===== config.mk =====
export PLATFORM = sky130hd
export DESIGN_NAME = coef_stream_tx
export DESIGN_NICKNAME = d
export VERILOG_FILES = /design/src/rtl/coef_stream_tx.sv
export SDC_FILE = /design/constraint.sdc
export NUM_CORES = 1
export LEC_CHECK = 0
export ABC_AREA = 1
export CELL_PAD_IN_SITES_DETAIL_PLACEMENT = 0
export CELL_PAD_IN_SITES_GLOBAL_PLACEMENT = 1
export CORE_UTILIZATION = 37
export CTS_CLUSTER_SIZE = 28
export DETAILED_ROUTE_END_ITERATION = 12
export PLACE_DENSITY = 0.89
export SYNTH_ARGS = -nofsm -noshare
export SYNTH_HDL_FRONTEND = slang
export SYNTH_SLANG_ARGS = --single-unit

===== constraint.sdc =====
create_clock -name clk -period 9.69 [get_ports clk]
set_clock_uncertainty 0.2 [all_clocks]
set_input_delay 1.938 -clock clk [delete_from_list [all_inputs] [get_ports clk]]
set_output_delay 1.938 -clock clk [all_outputs]
set_load 0.02 [all_outputs]

===== src/rtl/coef_stream_tx.sv =====
// coef_stream_tx
// Transmit side of the coefficient-load interface. On a single-cycle start
// request the coefficient table is snapshotted, the receiver is cleared, and
// the words are streamed in order coef[0]..coef[N_COEF-1], one strobe each,
// with GAP hold cycles after every strobe. A one-cycle done pulse follows the
// last hold phase; an abort returns to idle without a done pulse.
//
// Ports:
//   clk        clock, rising edge
//   rst        asynchronous active-high reset
//   coef_bus_i coefficient table, coef[k] = coef_bus_i[k*W +: W]
//   start_i    start request, sampled only when idle
//   abort_i    abort the stream in progress (ignored in idle and done)
//   coef_o     coefficient word to receiver
//   clear_o    one-cycle receiver clear before the first word
//   en_tx_o    receive enable, high for the whole data phase
//   strobe_o   one-cycle coefficient-change strobe
//   busy_o     high while not idle
//   done_o     one-cycle completion pulse
module coef_stream_tx #(
    parameter int unsigned N_COEF = 16,
    parameter int unsigned W      = 12,
    parameter int unsigned GAP    = 4
) (
    input  logic                clk,
    input  logic                rst,
    input  logic [N_COEF*W-1:0] coef_bus_i,
    input  logic                start_i,
    input  logic                abort_i,
    output logic [W-1:0]        coef_o,
    output logic                clear_o,
    output logic                en_tx_o,
    output logic                strobe_o,
    output logic                busy_o,
    output logic                done_o
);

    localparam int unsigned IW = (N_COEF > 1) ? $clog2(N_COEF) : 1;
    localparam int unsigned GW = $clog2(GAP + 1);

    localparam logic [IW-1:0] LastIdx  = IW'(N_COEF - 1);
    localparam logic [GW-1:0] GapStart = GW'(GAP - 1);

    typedef enum logic [2:0] {
        StIdle,
        StClear,
        StSetup,
        StStrobe,
        StHold,
        StDone
    } state_e;

    state_e                state_q, state_d;
    logic [N_COEF*W-1:0]   snap_q, snap_d;
    logic [IW-1:0]         idx_q, idx_d;
    logic [GW-1:0]         gap_q, gap_d;

    logic [W-1:0]          coef_q, coef_d;
    logic                  clear_q, clear_d;
    logic                  en_q, en_d;
    logic                  strobe_q, strobe_d;
    logic                  busy_q, busy_d;
    logic                  done_q, done_d;

    always_comb begin
        state_d = state_q;
        snap_d  = snap_q;
        idx_d   = idx_q;
        gap_d   = gap_q;

        case (state_q)
            StIdle: begin
                if (start_i) begin
                    snap_d  = coef_bus_i;
                    state_d = StClear;
                end
            end
            StClear: begin
                idx_d   = '0;
                state_d = StSetup;
            end
            StSetup: begin
                state_d = StStrobe;
            end
            StStrobe: begin
                gap_d   = GapStart;
                state_d = StHold;
            end
            StHold: begin
                if (gap_q == '0) begin
                    if (idx_q == LastIdx) begin
                        state_d = StDone;
                    end else begin
                        idx_d   = idx_q + 1'b1;
                        state_d = StSetup;
                    end
                end else begin
                    gap_d = gap_q - 1'b1;
                end
            end
            StDone: begin
                state_d = StIdle;
            end
            default: begin
                state_d = StIdle;
            end
        endcase

        // Abort only cuts an active stream; the done pulse is never suppressed.
        if (abort_i && (state_q inside {StClear, StSetup, StStrobe, StHold})) begin
            state_d = StIdle;
        end

        // Outputs are registered, so decode them from the next state.
        clear_d  = (state_d == StClear);
        en_d     = (state_d inside {StSetup, StStrobe, StHold});
        strobe_d = (state_d == StStrobe);
        busy_d   = (state_d != StIdle);
        done_d   = (state_d == StDone);

        if (state_d == StSetup) begin
            coef_d = snap_q[W*int'(idx_d) +: W];
        end else if (en_d) begin
            coef_d = coef_q;
        end else begin
            coef_d = '0;
        end
    end

    always_ff @(posedge clk or posedge rst) begin
        if (rst) begin
            state_q  <= StIdle;
            snap_q   <= '0;
            idx_q    <= '0;
            gap_q    <= '0;
            coef_q   <= '0;
            clear_q  <= 1'b0;
            en_q     <= 1'b0;
            strobe_q <= 1'b0;
            busy_q   <= 1'b0;
            done_q   <= 1'b0;
        end else begin
            state_q  <= state_d;
            snap_q   <= snap_d;
            idx_q    <= idx_d;
            gap_q    <= gap_d;
            coef_q   <= coef_d;
            clear_q  <= clear_d;
            en_q     <= en_d;
            strobe_q <= strobe_d;
            busy_q   <= busy_d;
            done_q   <= done_d;
        end
    end

    assign coef_o   = coef_q;
    assign clear_o  = clear_q;
    assign en_tx_o  = en_q;
    assign strobe_o = strobe_q;
    assign busy_o   = busy_q;
    assign done_o   = done_q;

endmodule


# == Word-level counts from Yosys, hierarchy flattened ==
# Index checks and enable logic that the tools add are counted.
# word_totals
register_bits,219
in_bits,196
word_cells,47
# op_classes
addsub,2
multipliers,1
n_eq_ne,12
n_shift,1
muxes,12
n_reduce_logical,9
# op_table
operator,n
$shiftx A192 B9 Y12,1
$mux W12,2
$mux W3,5
$pmux W3 S5,1
$eq A3 B2 Y1 const B,4
$eq A3 B3 Y1 const B,3
$mux W4,2
$pmux W4 S2,1
$eq A3 B1 Y1 const B,2
$logic_not A3 Y1,2
$mul A2 B4 Y6 const A,1
$pmux W3 S2,1
$reduce_bool A3 Y1,2
$add A4 B1 Y4 const B,1
$eq A4 B4 Y1 const B,1
$reduce_and A2 Y1,2
$reduce_bool A4 Y1,1
$sub A3 B1 Y3 const B,1
$ne A2 B1 Y1 const B,1
$ne A2 B2 Y1 const B,1
$reduce_bool A2 Y1,1
$logic_and A1 B1 Y1,1

# == Depth between registers and ports, before layout ==
# depth
word_depth,9
ltp_mapped,16

# == Worst setup path before layout ==
# No wires, ideal clock.
# synth_timing
path_type,input-to-reg
startpoint,in start_i
endpoint,"reg coef_q[0], in the netlist coef_o[0]"
arrival_time_ns,2.885
setup_slack_ns,6.540
stages,8
path_buffers,1
path_cell_list,nand3_1 -> nand3_1 -> nand2_2 -> inv_2 -> o21ai_2 -> buf_4 -> nand3_1 -> nand2_1
# synth_via
elab_chain_len,6
# synth_rtl
item,line,text
start: declaration,28,"input logic start_i,"
$mux W3 (*),73,if (start_i) begin
$pmux W3 S5 (*),71,case (state_q)
$mux W3 (*),110,"if (abort_i && (state_q inside {StClear, StSetup, StStrobe, StHold})) begin"
net state_d[0],53,"state_e state_q, state_d;"
$eq A3 B2 Y1 or $eq A3 B3 Y1 (tied branches),116,"en_d = (state_d inside {StSetup, StStrobe, StHold});"
$reduce_bool A3 Y1 (*),116,
net en_d,60,"logic en_q, en_d;"
$ne A2 B1 Y1 (no line) (*),--,
end signal: assignment,147,coef_q <= coef_d;
end: declaration,58,"logic [W-1:0] coef_q, coef_d;"
# Mark *: on every way through the listed nets, which the timed path passes. The rest lies on a longest branch.
# A chain may end at the register's enable or synchronous reset.

# == Final worst setup path ==
# layout_timing
startpoint,in start_i
endpoint,reg snap_q[151]
# layout_via
elab_chain_len,1
# layout_rtl
item,line,text
$reduce_and A2 Y1 (no line),--,
end signal: assignment,144,snap_q <= snap_d;
end: declaration,54,"logic [N_COEF*W-1:0] snap_q, snap_d;"
# No other way between the ends.

==> results.cfg <==
[run]
cap_violations = 0

[sta]
final.setup.tns_ns = 0
slew_viols_final = 0
final-hold-violation-count = 0
final_period_minus_worst_setup_slack_ns = 4.47
timing.fmax_ghz = 0.224
min_period_over_period_pct = 46.1
final_worst_setup_slack_ns = 5.22
max-slew-margin-rel_pct = 18.7
finalSetupViolCount = 0
rsz0062_at_grt = no
worst_pin_slew_ns = 1.21

[global_route]
grt_pass1_wl_microns = 50700
grt_remaining_overflow = 0
antenna_found_initial = 0
grt_max_degree = 128
gr-usage-all-layers_pct = 22.5
first_global_vias = 9176

[worst_setup_path]
required_ns = 9.95
cpMaxStageDelayCell = sky130_fd_sc_hd__buf_4
cp_data_arrival_time_ns = 4.73
worstSetupEndpointType = flop
critical_path_buf_inv_count = 4
path_max_fanout = 127
criticalPathCategory = input port to flop
worst_path_largest_cell_delay_ns = 0.77
crit_path_max_delay_family = buffers and inverters
timing.critical_path.from_type = input port
timing.critical_path.cells = clkdlybuf4s50_1 -> nand3_4 -> buf_4 -> inv_6 -> buf_4 -> nand2_1 -> nand2_1

[placement]
place.port_buffers = 212
place.detailed.instances = 1868
post-dp-hpwl_microns = 20500
gp_congestion = 0.837
dp_worst_setup_slack_ns = 4.66

[synthesis]
ys_async_sr_fraction_pct = 100
synthesis.area_per_instance_sq_um = 7.59
synth_enable_flop_cells = 0
synthCells = 1366
postSynth.topFlopCell = sky130_fd_sc_hd__dfrtp_1
netlist_area_sq_um = 10400
postSynthNetCount = 1565
ys_ff_latch = 219
synth.yosys.seq_area_share_pct = 52.8
yosys_warnings = 0
netlist-cell-type-count = 26

[power_and_ir_drop]
share_comb_of_total_power_pct = 35.7
clkPwrFrac_pct = 24.3
netSwitchingPower_mw = 1.49
netSwitchingFraction_pct = 37.7
ir_drop_mv = 0.155
power.leakage_nw = 6.66
register_share_of_total_power_pct = 40.0
cellPowerDensity_nw_per_um2 = 293
internal_power_mw = 2.46

[die]
floorplan.die.width_microns = 169
die_height_microns = 169
io_pins = 213
start_util_pct = 38.1
fp.dieArea_sq_um = 28700
std_cell_rows = 60
fp.coreArea_sq_um = 27300

[routing]
wl_per_cell_microns = 16.7
drt_pass_1_iters = 7
drt_iter0_markers = 1005
ant_nets = 0
drcViolationCount = 0
wl_microns = 31900
detail_route.vias_per_cell = 4.98
num_vias = 9528

[cts]
clk_latency_ns = 0.53
worst_setup_hold_path_clk_slew_ns = 0.05
cts_tree = done
tritoncts_num_sinks = 219
max-clock-path-buffers = 3
post_cts.repair.setup_buffers = 0
holdBufCountCts = 0
cts_max_level = 1
numCtsBuffers = 26
cts_resized = 0
clock_tree.root_cell = sky130_fd_sc_hd__clkbuf_16

[layout]
syn_to_final_growth_pct = 30.0
insertedDiodeCount = 0
layoutNonFillerInstCount = 1913
nNetsFinal = 1723
final_layout_size_suffix_gt1_share_pct = 4.80

[outcome]
run_status = complete, no violations

[worst_hold_path]
min_path_type = flop to flop
## power by group through the flow
stage          combinational (mW)  clock (mW)  sequential (mW)
3_3_place_gp                 1.38           0             1.57
5_1_grt                      1.60        1.01             1.62
3_5_place_dp                 1.41           0             1.58
2_1_floorplan               0.970           0             1.56
6_report                     1.41       0.959             1.58
4_1_cts                      1.42       0.975             1.57
## metrics by stage
stage	power (mW)	utilization (%)	hold WS, ns	instance area (sq um)
6_report	3.94	49.5	0.275	13500
5_1_grt	4.24	49.5	0.292	13500
4_1_cts	3.97	49.5	0.279	13500
3_5_place_dp	2.99	46.4	0.263	12600
3_3_place_gp	2.95	46.4	0.260	12600
2_1_floorplan	2.53	-	0.240	10400
## area by class of cell
| class | count | area (sq um) |
|---|---|---|
| Inverter | 37 | 151 |
| Sequential cell | 219 | 5480 |
| Clock inverter | 3 | 15.0 |
| Multi-Input combinational cell | 1020 | 4350 |
| Clock buffer | 42 | 832 |
| Tap cell | 372 | 465 |
| Timing Repair Buffer | 220 | 2180 |
| Fill cell | 2642 | 13800 |
## cell usage after synthesis (2+ instances only)
cell / n / area, sq um
sky130_fd_sc_hd__a31oi_1: 2 / 12.5
sky130_fd_sc_hd__buf_1: 13 / 48.8
sky130_fd_sc_hd__buf_2: 33 / 165
sky130_fd_sc_hd__buf_4: 6 / 45.0
sky130_fd_sc_hd__buf_6: 4 / 45.0
sky130_fd_sc_hd__clkbuf_1: 34 / 128
sky130_fd_sc_hd__dfrtp_1: 219 / 5480
sky130_fd_sc_hd__ha_1: 3 / 37.5
sky130_fd_sc_hd__inv_1: 30 / 113
sky130_fd_sc_hd__inv_2: 7 / 26.3
sky130_fd_sc_hd__nand2_1: 678 / 2540
sky130_fd_sc_hd__nand2_2: 7 / 43.8
sky130_fd_sc_hd__nand3_1: 293 / 1470
sky130_fd_sc_hd__nand4_1: 2 / 12.5
sky130_fd_sc_hd__nor2_1: 4 / 15.0
sky130_fd_sc_hd__nor2_2: 2 / 12.5
sky130_fd_sc_hd__o21ai_0: 18 / 90.1
sky130_fd_sc_hd__o21ai_1: 2 / 10.0
sky130_fd_sc_hd__o21ai_2: 2 / 17.5
## cell usage in the layout (no fill, tap or decap)
master                            instances
sky130_fd_sc_hd__o21ai_0                 18
sky130_fd_sc_hd__o22ai_1                  1
sky130_fd_sc_hd__inv_2                    6
sky130_fd_sc_hd__clkinv_2                 3
sky130_fd_sc_hd__a31oi_1                  2
sky130_fd_sc_hd__nand2_1                676
sky130_fd_sc_hd__nand3_4                  1
sky130_fd_sc_hd__nand4_1                  2
sky130_fd_sc_hd__clkbuf_1                 5
sky130_fd_sc_hd__o21ai_1                  2
sky130_fd_sc_hd__nor2_2                   2
sky130_fd_sc_hd__nand3b_1                 1
sky130_fd_sc_hd__dfrtp_1                219
sky130_fd_sc_hd__buf_4                    8
sky130_fd_sc_hd__clkbuf_16               27
sky130_fd_sc_hd__nand2_2                  6
sky130_fd_sc_hd__ha_1                     3
sky130_fd_sc_hd__inv_1                   29
sky130_fd_sc_hd__nand3_1                292
sky130_fd_sc_hd__nor2_4                   1
sky130_fd_sc_hd__nand2_4                  4
sky130_fd_sc_hd__clkbuf_8                10
sky130_fd_sc_hd__or2_2                    1
sky130_fd_sc_hd__nand3_2                  1
sky130_fd_sc_hd__nor2_1                   4
sky130_fd_sc_hd__inv_6                    1
sky130_fd_sc_hd__o21ai_2                  2
sky130_fd_sc_hd__inv_8                    1
sky130_fd_sc_hd__nor3_1                   1
sky130_fd_sc_hd__clkdlybuf4s50_1        212
## final timing paths
| path | slack, ns | from | end | cells after the start |
|---|---|---|---|---|
| worst max-delay path | 5.22 | start_i | snap_q[151]$_DFFE_PP0P_ | 7 |
| worst min-delay path | 0.27 | snap_q[90]$_DFFE_PP0P_ | snap_q[90]$_DFFE_PP0P_ | 2 |
| worst max register to register | 6.41 | gap_q[0]$_DFFE_PP0P_ | coef_o[3]$_DFFE_PP0P_ | 12 |
| worst min register to register | 0.27 | snap_q[90]$_DFFE_PP0P_ | snap_q[90]$_DFFE_PP0P_ | 2 |
| max in group asynchronous | 6.15 | rst | snap_q[113]$_DFFE_PP0P_ | 3 |
| min in group asynchronous | 1.70 | rst | snap_q[118]$_DFFE_PP0P_ | 2 |
## registers in the layout (all words and copies together) (netlist names)
signal and count:
strobe_o 1, snap_q 192, coef_o 12, busy_o 1, clear_o 1, en_tx_o 1, state_q 3, idx_q 4
gap_q 3, done_o 1
## kinds of logic (layout without fill, tap and decap cells)
| group | after synthesis | after routing | synth area share [%] |
|---|---|---|---|
| AND/OR/NAND/NOR | 992 | 992 | 40.0 |
| flip-flops | 219 | 219 | 52.8 |
| buffers and inverters | 127 | 302 | 5.50 |
| AO/OA/AOI/OAI | 25 | 25 | 1.32 |
| adder cells (fa/ha/maj) | 3 | 3 | 0.362 |
## layer usage
metal  GRT usage, %  routed length [microns]  vias to the layer above
met1           32.9                    14700                     4490
li1               -                        -                     4661
met4           6.27                      783                        0
met3           2.66                     1780                       46
met2           35.3                    14700                      331
met5              0                        0                        -
## worst reg2reg max path, delay by kind of cell, from the launching register on
family | cells | cell delay (ns)
adder cells (fa/ha/maj) | 2 | 0.42
buffers and inverters | 1 | 0.08
flip-flops | 1 | 0.35
AND/OR/NAND/NOR | 9 | 2.11
No activity file was read; power rests on OpenSTA's default activity.
